--- config.mk ---
export PLATFORM = sky130hd
export DESIGN_NAME = hazard_stall_ctrl
export DESIGN_NICKNAME = d
export VERILOG_FILES = /design/src/rtl/hazard_stall_ctrl.sv
export SDC_FILE = /design/constraint.sdc
export NUM_CORES = 1
export LEC_CHECK = 0
export ABC_AREA = 1
export CAP_MARGIN = 40
export CORE_UTILIZATION = 34
export DETAILED_ROUTE_END_ITERATION = 10
export PLACE_DENSITY = 0.72
export SLEW_MARGIN = 20
export SYNTH_ARGS = -nofsm -noshare
export SYNTH_HDL_FRONTEND = slang
export SYNTH_SLANG_ARGS = --single-unit
--- constraint.sdc ---
create_clock -name clk -period 1.5 [get_ports clk]
set_input_delay 0.45 -clock clk [delete_from_list [all_inputs] [get_ports clk]]
set_output_delay 0.45 -clock clk [all_outputs]
set_load 0.03 [all_outputs]
--- src/rtl/hazard_stall_ctrl.sv ---
// Load-use / branch-flush / multi-cycle MDU stall controller beside the ID/EX register.
// Optional performance counters are enabled with `define HAZARD_STALL_CNT_EN.
module hazard_stall_ctrl #(
  parameter int unsigned REGADDR_WIDTH = 4,
  parameter int unsigned MDU_TIMEOUT   = 64,
  parameter int unsigned CNT_WIDTH     = 32
) (
  input  logic                     clk,
  input  logic                     rst_n,
  input  logic [REGADDR_WIDTH-1:0] id_rs,
  input  logic [REGADDR_WIDTH-1:0] id_rt,
  input  logic                     id_uses_rs,
  input  logic                     id_uses_rt,
  input  logic                     id_ex_mem_read,
  input  logic [REGADDR_WIDTH-1:0] id_ex_rd,
  input  logic                     ex_branch_taken,
  input  logic                     ex_mdu_start,
  input  logic                     mdu_done,
  output logic                     pc_write,
  output logic                     if_id_write,
  output logic                     if_id_flush,
  output logic                     id_ex_write,
  output logic                     id_ex_bubble,
  output logic                     ex_mem_bubble,
  output logic                     mdu_timeout
`ifdef HAZARD_STALL_CNT_EN
  ,
  output logic [CNT_WIDTH-1:0]     stall_cycles,
  output logic [CNT_WIDTH-1:0]     flush_count
`endif
);

  localparam logic [0:0] RUN      = 1'b0;
  localparam logic [0:0] MDU_WAIT = 1'b1;

  localparam int unsigned CW = $clog2(MDU_TIMEOUT + 1);
  localparam logic [CW-1:0] WAIT_LAST = CW'(MDU_TIMEOUT - 1);

  logic [0:0]    state;
  logic [0:0]    state_nxt;
  logic [CW-1:0] wait_cnt;
  logic          load_use;
  logic          timeout_hit;

  assign load_use = id_ex_mem_read && (id_ex_rd != '0) &&
                    ((id_uses_rs && (id_ex_rd == id_rs)) ||
                     (id_uses_rt && (id_ex_rd == id_rt)));

  // Outputs are forced to pass-through while reset is held, whatever the inputs do.
  always_comb begin
    pc_write      = 1'b1;
    if_id_write   = 1'b1;
    if_id_flush   = 1'b0;
    id_ex_write   = 1'b1;
    id_ex_bubble  = 1'b0;
    ex_mem_bubble = 1'b0;
    if (rst_n) begin
      if (state == MDU_WAIT) begin
        pc_write      = 1'b0;
        if_id_write   = 1'b0;
        id_ex_write   = 1'b0;
        ex_mem_bubble = 1'b1;
      end else if (ex_branch_taken) begin
        if_id_flush  = 1'b1;
        id_ex_bubble = 1'b1;
      end else if (load_use) begin
        pc_write     = 1'b0;
        if_id_write  = 1'b0;
        id_ex_bubble = 1'b1;
      end
    end
  end

  always_comb begin
    state_nxt   = state;
    timeout_hit = 1'b0;
    case (state)
      RUN: begin
        if (!ex_branch_taken && ex_mdu_start)
          state_nxt = MDU_WAIT;
      end
      MDU_WAIT: begin
        if (mdu_done) begin
          state_nxt = RUN;
        end else if (wait_cnt == WAIT_LAST) begin
          state_nxt   = RUN;
          timeout_hit = 1'b1;
        end
      end
      default: state_nxt = RUN;
    endcase
  end

  always_ff @(posedge clk) begin
    if (!rst_n) begin
      state       <= RUN;
      wait_cnt    <= '0;
      mdu_timeout <= 1'b0;
    end else begin
      state <= state_nxt;
      if (state == RUN)
        wait_cnt <= '0;
      else
        wait_cnt <= wait_cnt + 1'b1;
      if (timeout_hit)
        mdu_timeout <= 1'b1;
    end
  end

`ifdef HAZARD_STALL_CNT_EN
  always_ff @(posedge clk) begin
    if (!rst_n) begin
      stall_cycles <= '0;
      flush_count  <= '0;
    end else begin
      if (!pc_write)
        stall_cycles <= stall_cycles + 1'b1;
      if (if_id_flush)
        flush_count <= flush_count + 1'b1;
    end
  end
`else
`endif

endmodule

==> impl_metrics.tcl <==
set metrics [dict create \
    outcome "complete, but fails checks" \
    violations "setup timing" \
    dp_slack_ps -698 \
    htreeDepth 1 \
    p_per_area_nw_per_um2 622 \
    wl_per_cell_um 10.9 \
    crit_type "input pin to output port" \
    yosys-top-cells-area "dfxtp_1, nand2_1, nor2_1" \
    post-route-drc-count 0 \
    holdPathEnd "wait_cnt[0]$_SDFF_PN0_" \
    end_kind "output port" \
    cts_hold_buffers 0 \
    multiInputGateArea_um2 379 \
    dp_cells 139 \
    worst_pin_slew_ps 297 \
    startpoint_type "input pin" \
    ys_seq_area_share_pct 32.7 \
    worstSkewPairLatency_ps 260 \
    post-synth-top-area-cell "dfxtp_1" \
    rsz0062_at_grt "true" \
    synthDistinctLibCells 18 \
    finalHoldViolations 0 \
    fin_crit_ps 1730 \
    total_power_w 0.000612 \
    seq_area_um2 184 \
    grt_usage_pct 19.1 \
    fin_util_pct 65.3 \
    critPathMaxFanout 4 \
    io_pins 27 \
    rows 14 \
    die_w_um 42.3 \
    syn_nets 110 \
    hold_class "flop to flop" \
    setup-violations-final 3 \
    worst-r2r-cell-count 5 \
    worst_r2r_endpoint "state$_SDFF_PN0_" \
    worstHoldPathCells 1 \
    cts-root-buf "clkbuf_4" \
    postCtsSetupBuffers 0 \
    start_util_pct 36.6 \
    synthCells 89 \
    slowest_delay_ps 170 \
    yosysWarnings 0 \
    hp-start "wait_cnt[0]$_SDFF_PN0_" \
    drv_cap 0 \
    port_buffers 26 \
    globalRoute.totalOverflow 0 \
    place.gp.congestion 0.793 \
    slowest_stage "nor3_4" \
    clk_path_buf_depth 2 \
    slew_headroom_pct 80.3 \
    drtIter0Drc 2 \
    critical_path_arrival_ps 1280 \
    diodes 0 \
    drive_above_1_share_pct 52.8 \
    cts_tree "built" \
    skew_ps 5.38 \
    crit_family "buffers and inverters" \
    path_clk_slew_ps 60 \
    crit_chain "buf_8, buf_4, nor3_4, a21boi_2, nand3_2, nand2_2, inv_2, buf_6" \
    timing.reg2reg.setup_slack_ps 300 \
    fillCellCount 146 \
    peakVddDrop_uv 508 \
    cp_num_buf_inv 4 \
    fin_nets 149 \
    numCtsBuffers 3 \
    synth-seq-cells 9 \
    die-height_um 42.3 \
    dp_hpwl_um 1090 \
    r2r-start "wait_cnt[0]$_SDFF_PN0_" \
    netlist.area_leader.share_pct 32.7 \
    syn_to_final_growth_pct 78.2 \
    whs_ps 447 \
    required_ps 1050 \
    die_area_um2 1790 \
    instances_no_fill 143 \
    vias 683 \
    grt_pass1_vias 666 \
    wl_um 1550 \
    syn_area_um2 552 \
    antenna_found_initial 0 \
    fin_ws_ps -226 \
    p_leak_nw 0.472 \
    cts.sinks 9 \
    viasPerCell 4.78 \
    slew_violations 0 \
    firstDrtPassIters 4 \
    fin_crit_sh_pct 115 \
    design.core.area_um2 1510 \
    grt_pass1_wl_um 2670 \
    grt_max_degree 6 \
    antenna_left 0 \
    syn_avg_cell_area_um2 6.20 \
    fmax_mhz 579 \
]
final cells by class:
class / count / area share (%)
clock buffer: 4 / 2.67
sequential: 9 / 18.7
inverter: 16 / 6.87
timing repair buffer: 35 / 31.2
multi-input combinational: 63 / 38.5
tap: 16 / 2.04
kinds of logic (layout without fill, tap and decap cells):
kind of cell	after synthesis	in the layout	synth area share [%]
simple gates	49	49	36.3
xor+xnor	2	2	3.18
fa+ha+maj	1	1	2.27
buf+inv	17	55	12.2
flops	9	9	32.7
compound gates	11	11	13.4
cells in the final DEF (no fill, tap or decap), drive strengths merged:
cell type / instances
ha: 1
a21oi: 4
a32o: 2
a21boi: 1
nor3: 1
inv: 16
clkdlybuf4s50: 2
o21a: 1
xnor2: 2
buf: 26
clkbuf: 8
nor2: 17
nand3: 6
dfxtp: 9
o21ai: 3
nand2: 25
dlygate4sd2: 3
stage by stage:
step | cell area [um^2] | TNS (ps)
after CTS | 911 | -700
after detailed placement | 891 | -3500
after floorplan | 569 | -110
final | 983 | -630
after global routing | 983 | -896
after global placement | 891 | -3420
state kept, by name, indices dropped and copies added (netlist names):
register	cells
wait_cnt	7
state	1
mdu_timeout	1
synthesized netlist by cell type:
cell type	number
nand2_2	1
dfxtp_1	9
nand2_1	24
o21a_1	1
xnor2_1	2
a21oi_1	4
buf_4	1
nand3_1	6
inv_1	13
o21ai_1	1
o21ai_0	2
ha_1	1
a21boi_2	1
a32o_1	2
inv_2	3
nor2_2	2
nor3_1	1
nor2_1	15
power by group:
group	switching [W]	internal, W
combinational	0.0000888	0.0000943
sequential	0.00000322	0.000241
clock	0.0000822	0.000102
routing by layer:
| metal | share of wire (%) | track usage, % | vias to the layer above |
|---|---|---|---|
| li1 | - | - | 352 |
| met2 | 53 | 32.6 | 23 |
| met4 | 0.97 | 9.38 | 0 |
| met3 | 4.7 | 3.45 | 2 |
| met1 | 42 | 22.7 | 306 |
| met5 | 0 | 0 | - |
worst max-delay path by stage:
stage	startpoint	to	slack (ps)	cells after the start
floorplan	id_ex_rd[1]	pc_write	-100	10
global placement	id_ex_rd[3]	if_id_write	-680	11
detailed placement	id_ex_rd[1]	pc_write	-700	11
CTS	id_ex_rd[1]	pc_write	-240	11
global route	id_rs[3]	pc_write	-300	11
finish	id_ex_rd[1]	pc_write	-230	8
timing repair:
| action | 4_1_cts | 5_1_grt |
|---|---|---|
| resized for setup | 68 | 36 |
| pin swaps | 24 | 22 |
| cloned | 0 | 0 |
| setup endpoints to repair | 7 | 4 |
(Power assumes the default switching activity.)
==> variant (same flow settings) <==
The option `HAZARD_STALL_CNT_EN` is turned on by a define.
--- a/src/rtl/hazard_stall_ctrl.sv
+++ b/src/rtl/hazard_stall_ctrl.sv
@@ -1,4 +1,6 @@
 // Load-use / branch-flush / multi-cycle MDU stall controller beside the ID/EX register.
 // Optional performance counters are enabled with `define HAZARD_STALL_CNT_EN.
+`define HAZARD_STALL_CNT_EN
+
 module hazard_stall_ctrl #(
   parameter int unsigned REGADDR_WIDTH = 4,
Function (old outputs only; new: flush_count and stall_cycles): kept (equiv_simple and equiv_induct, registers matched by name and starting in step).
==> variant against the original RTL <==
- the run still ends with setup timing left
- design area rose to 6.3 times the old value
- critical path depth rose by 3
- sequential cell count rose by 64
- clock power rose to 12 times the old value
- routed wire length rose to 7.8 times the old value
- total power rose to 7.4 times the old value
- worst setup slack got worse by 0.23 ns
- area after synthesis rose to 7.1 times the old value
- critical path type unchanged
- highest routed layer unchanged
==> variant: results (changes against the original RTL) <==
placement-stage worst setup slack -1.30 ns (was -0.698 ns); peak ir drop on the vdd network 0.429 mV (was 0.508 mV); library cell contributing the largest single delay on the critical path sky130_fd_sc_hd__buf_6 (was sky130_fd_sc_hd__nor3_4); dpl cells 872 (was 139); final RePlAce weighted congestion 0.916 (was 0.793); maximum number of pins on one net before global-route repair 58 (was 6); result of the run finished with violations (unchanged); Fillers 1004 (was 146); Final setup violation count 58 (was 3); Worst Reg2Reg Path Length in Cells 12 (was 5); Worst slew margin 0.631 (was 0.803); CP endpoint if_id_write (was pc_write); iteration-0 DRC count of the detailed router 224 (was 2); leading cell types by total area after synthesis sky130_fd_sc_hd__dfxtp_1, sky130_fd_sc_hd__nand2_1, sky130_fd_sc_hd__nor2_1 (unchanged); vias per cell 4.91 (was 4.78); post-synth net total 609 (was 110); wire length of the first global-routing pass 19000 um (was 2670 um); standby leakage power 0.00267 uW (was 0.000472 uW); Data arrival, critical path 1.50 ns (was 1.28 ns); violated checks setup timing (unchanged); registers with the highest flip-flop counts flush_count (32), stall_cycles (32), wait_cnt (7) (was wait_cnt (7), mdu_timeout (1), state (1)); all-layer global routing usage 0.206 (was 0.191); net total in the final layout 782 (was 149); post-detailed-placement cell area 5480 um^2 (was 891 um^2); minimum setup slack in the final design -0.452 ns (was -0.226 ns); count of buffers from port buffering 90 (was 26); half-perimeter wire length after placement 8310 um (was 1090 um); R2R Setup Slk -0.32 ns (was 0.30 ns); critical path's largest stage delay 0.13 ns (was 0.17 ns); fraction of layout cells with a size suffix above 1 0.412 (was 0.528); number of global-route vias before repair 4188 (was 666)
## variant: cell types whose count changed after synthesis, moves of 6 or more
| cell | change |
|---|---|
| sky130_fd_sc_hd__nand2_1 | +123 |
| sky130_fd_sc_hd__nor2_1 | +90 |
| sky130_fd_sc_hd__dfxtp_1 | +64 |
| sky130_fd_sc_hd__a21oi_1 | +51 |
| sky130_fd_sc_hd__nand3_1 | +44 |
| sky130_fd_sc_hd__inv_1 | +39 |
| sky130_fd_sc_hd__nor3_1 | +11 |
| sky130_fd_sc_hd__nand4_1 | +9 |
| sky130_fd_sc_hd__o21ai_0 | +9 |
| sky130_fd_sc_hd__xor2_1 | +6 |
## variant: metal layers
layer | track usage | part of all wire | vias to the layer above
met2 | 0.372 | 0.52 | 107
li1 | - | - | 2259
met4 | 0.104 | 0.034 | 0
met1 | 0.227 | 0.40 | 2045
met5 | 0 | 0 | -
met3 | 0.0395 | 0.047 | 30
## variant: repair_timing
| item | 4_1_cts | 5_1_grt |
|---|---|---|
| gates cloned | 1 | 0 |
| gates resized for setup | 197 | 65 |
| setup buffers | 12 | 7 |
| pin swaps | 33 | 31 |
| endpoints found under the setup margin | 87 | 75 |
## variant: cell type report
class,instances,share of cell area
Multi-Input combinational cell,442,0.392
Timing Repair Buffer,178,0.251
Sequential cell,73,0.245
Clock buffer,11,0.0389
Inverter,55,0.0357
Tap cell,140,0.0281
Clock inverter,5,0.00882
## variant: kinds of logic after synthesis
| group | synth area share |
|---|---|
| xor+xnor | 0.0202 |
| fa+ha+maj | 0.00962 |
| compound gates | 0.105 |
| flops | 0.374 |
| simple gates | 0.412 |
| buf+inv | 0.0792 |
## variant: worst max-delay path, delay by kind of cell
| kind | cells | cell delay [ns] |
|---|---|---|
| buffers and inverters | 3 | 0.35 |
| AND/OR/NAND/NOR | 8 | 0.71 |
## variant: stage by stage
step / utilization / TNS, ns / hold WS, ns
after floorplan: - / -0.587 / 0.418
after global placement: 0.497 / -50.80 / 0.428
after detailed placement: 0.497 / -54.22 / 0.434
after CTS: 0.552 / -8.62 / 0.442
after global routing: 0.566 / -17.89 / 0.453
final: 0.566 / -11.13 / 0.441
## variant: how the worst min path moves through the flow
stage / from / to / slack, ns / cells after the start
floorplan: wait_cnt[0] / wait_cnt[0] / 0.42 / 1
global placement: wait_cnt[0] / wait_cnt[0] / 0.43 / 1
detailed placement: wait_cnt[0] / wait_cnt[0] / 0.43 / 1
CTS: wait_cnt[0] / wait_cnt[0] / 0.44 / 1
global route: wait_cnt[0] / wait_cnt[0] / 0.45 / 1
finish: wait_cnt[0] / wait_cnt[0] / 0.44 / 1
## variant: power by group
group / switching (uW) / internal [uW] / total, uW
Combinational: 220 / 185 / 405
Sequential: 14.1 / 1940 / 1960
Clock: 850 / 1330 / 2180
Total: 1080 / 3450 / 4540
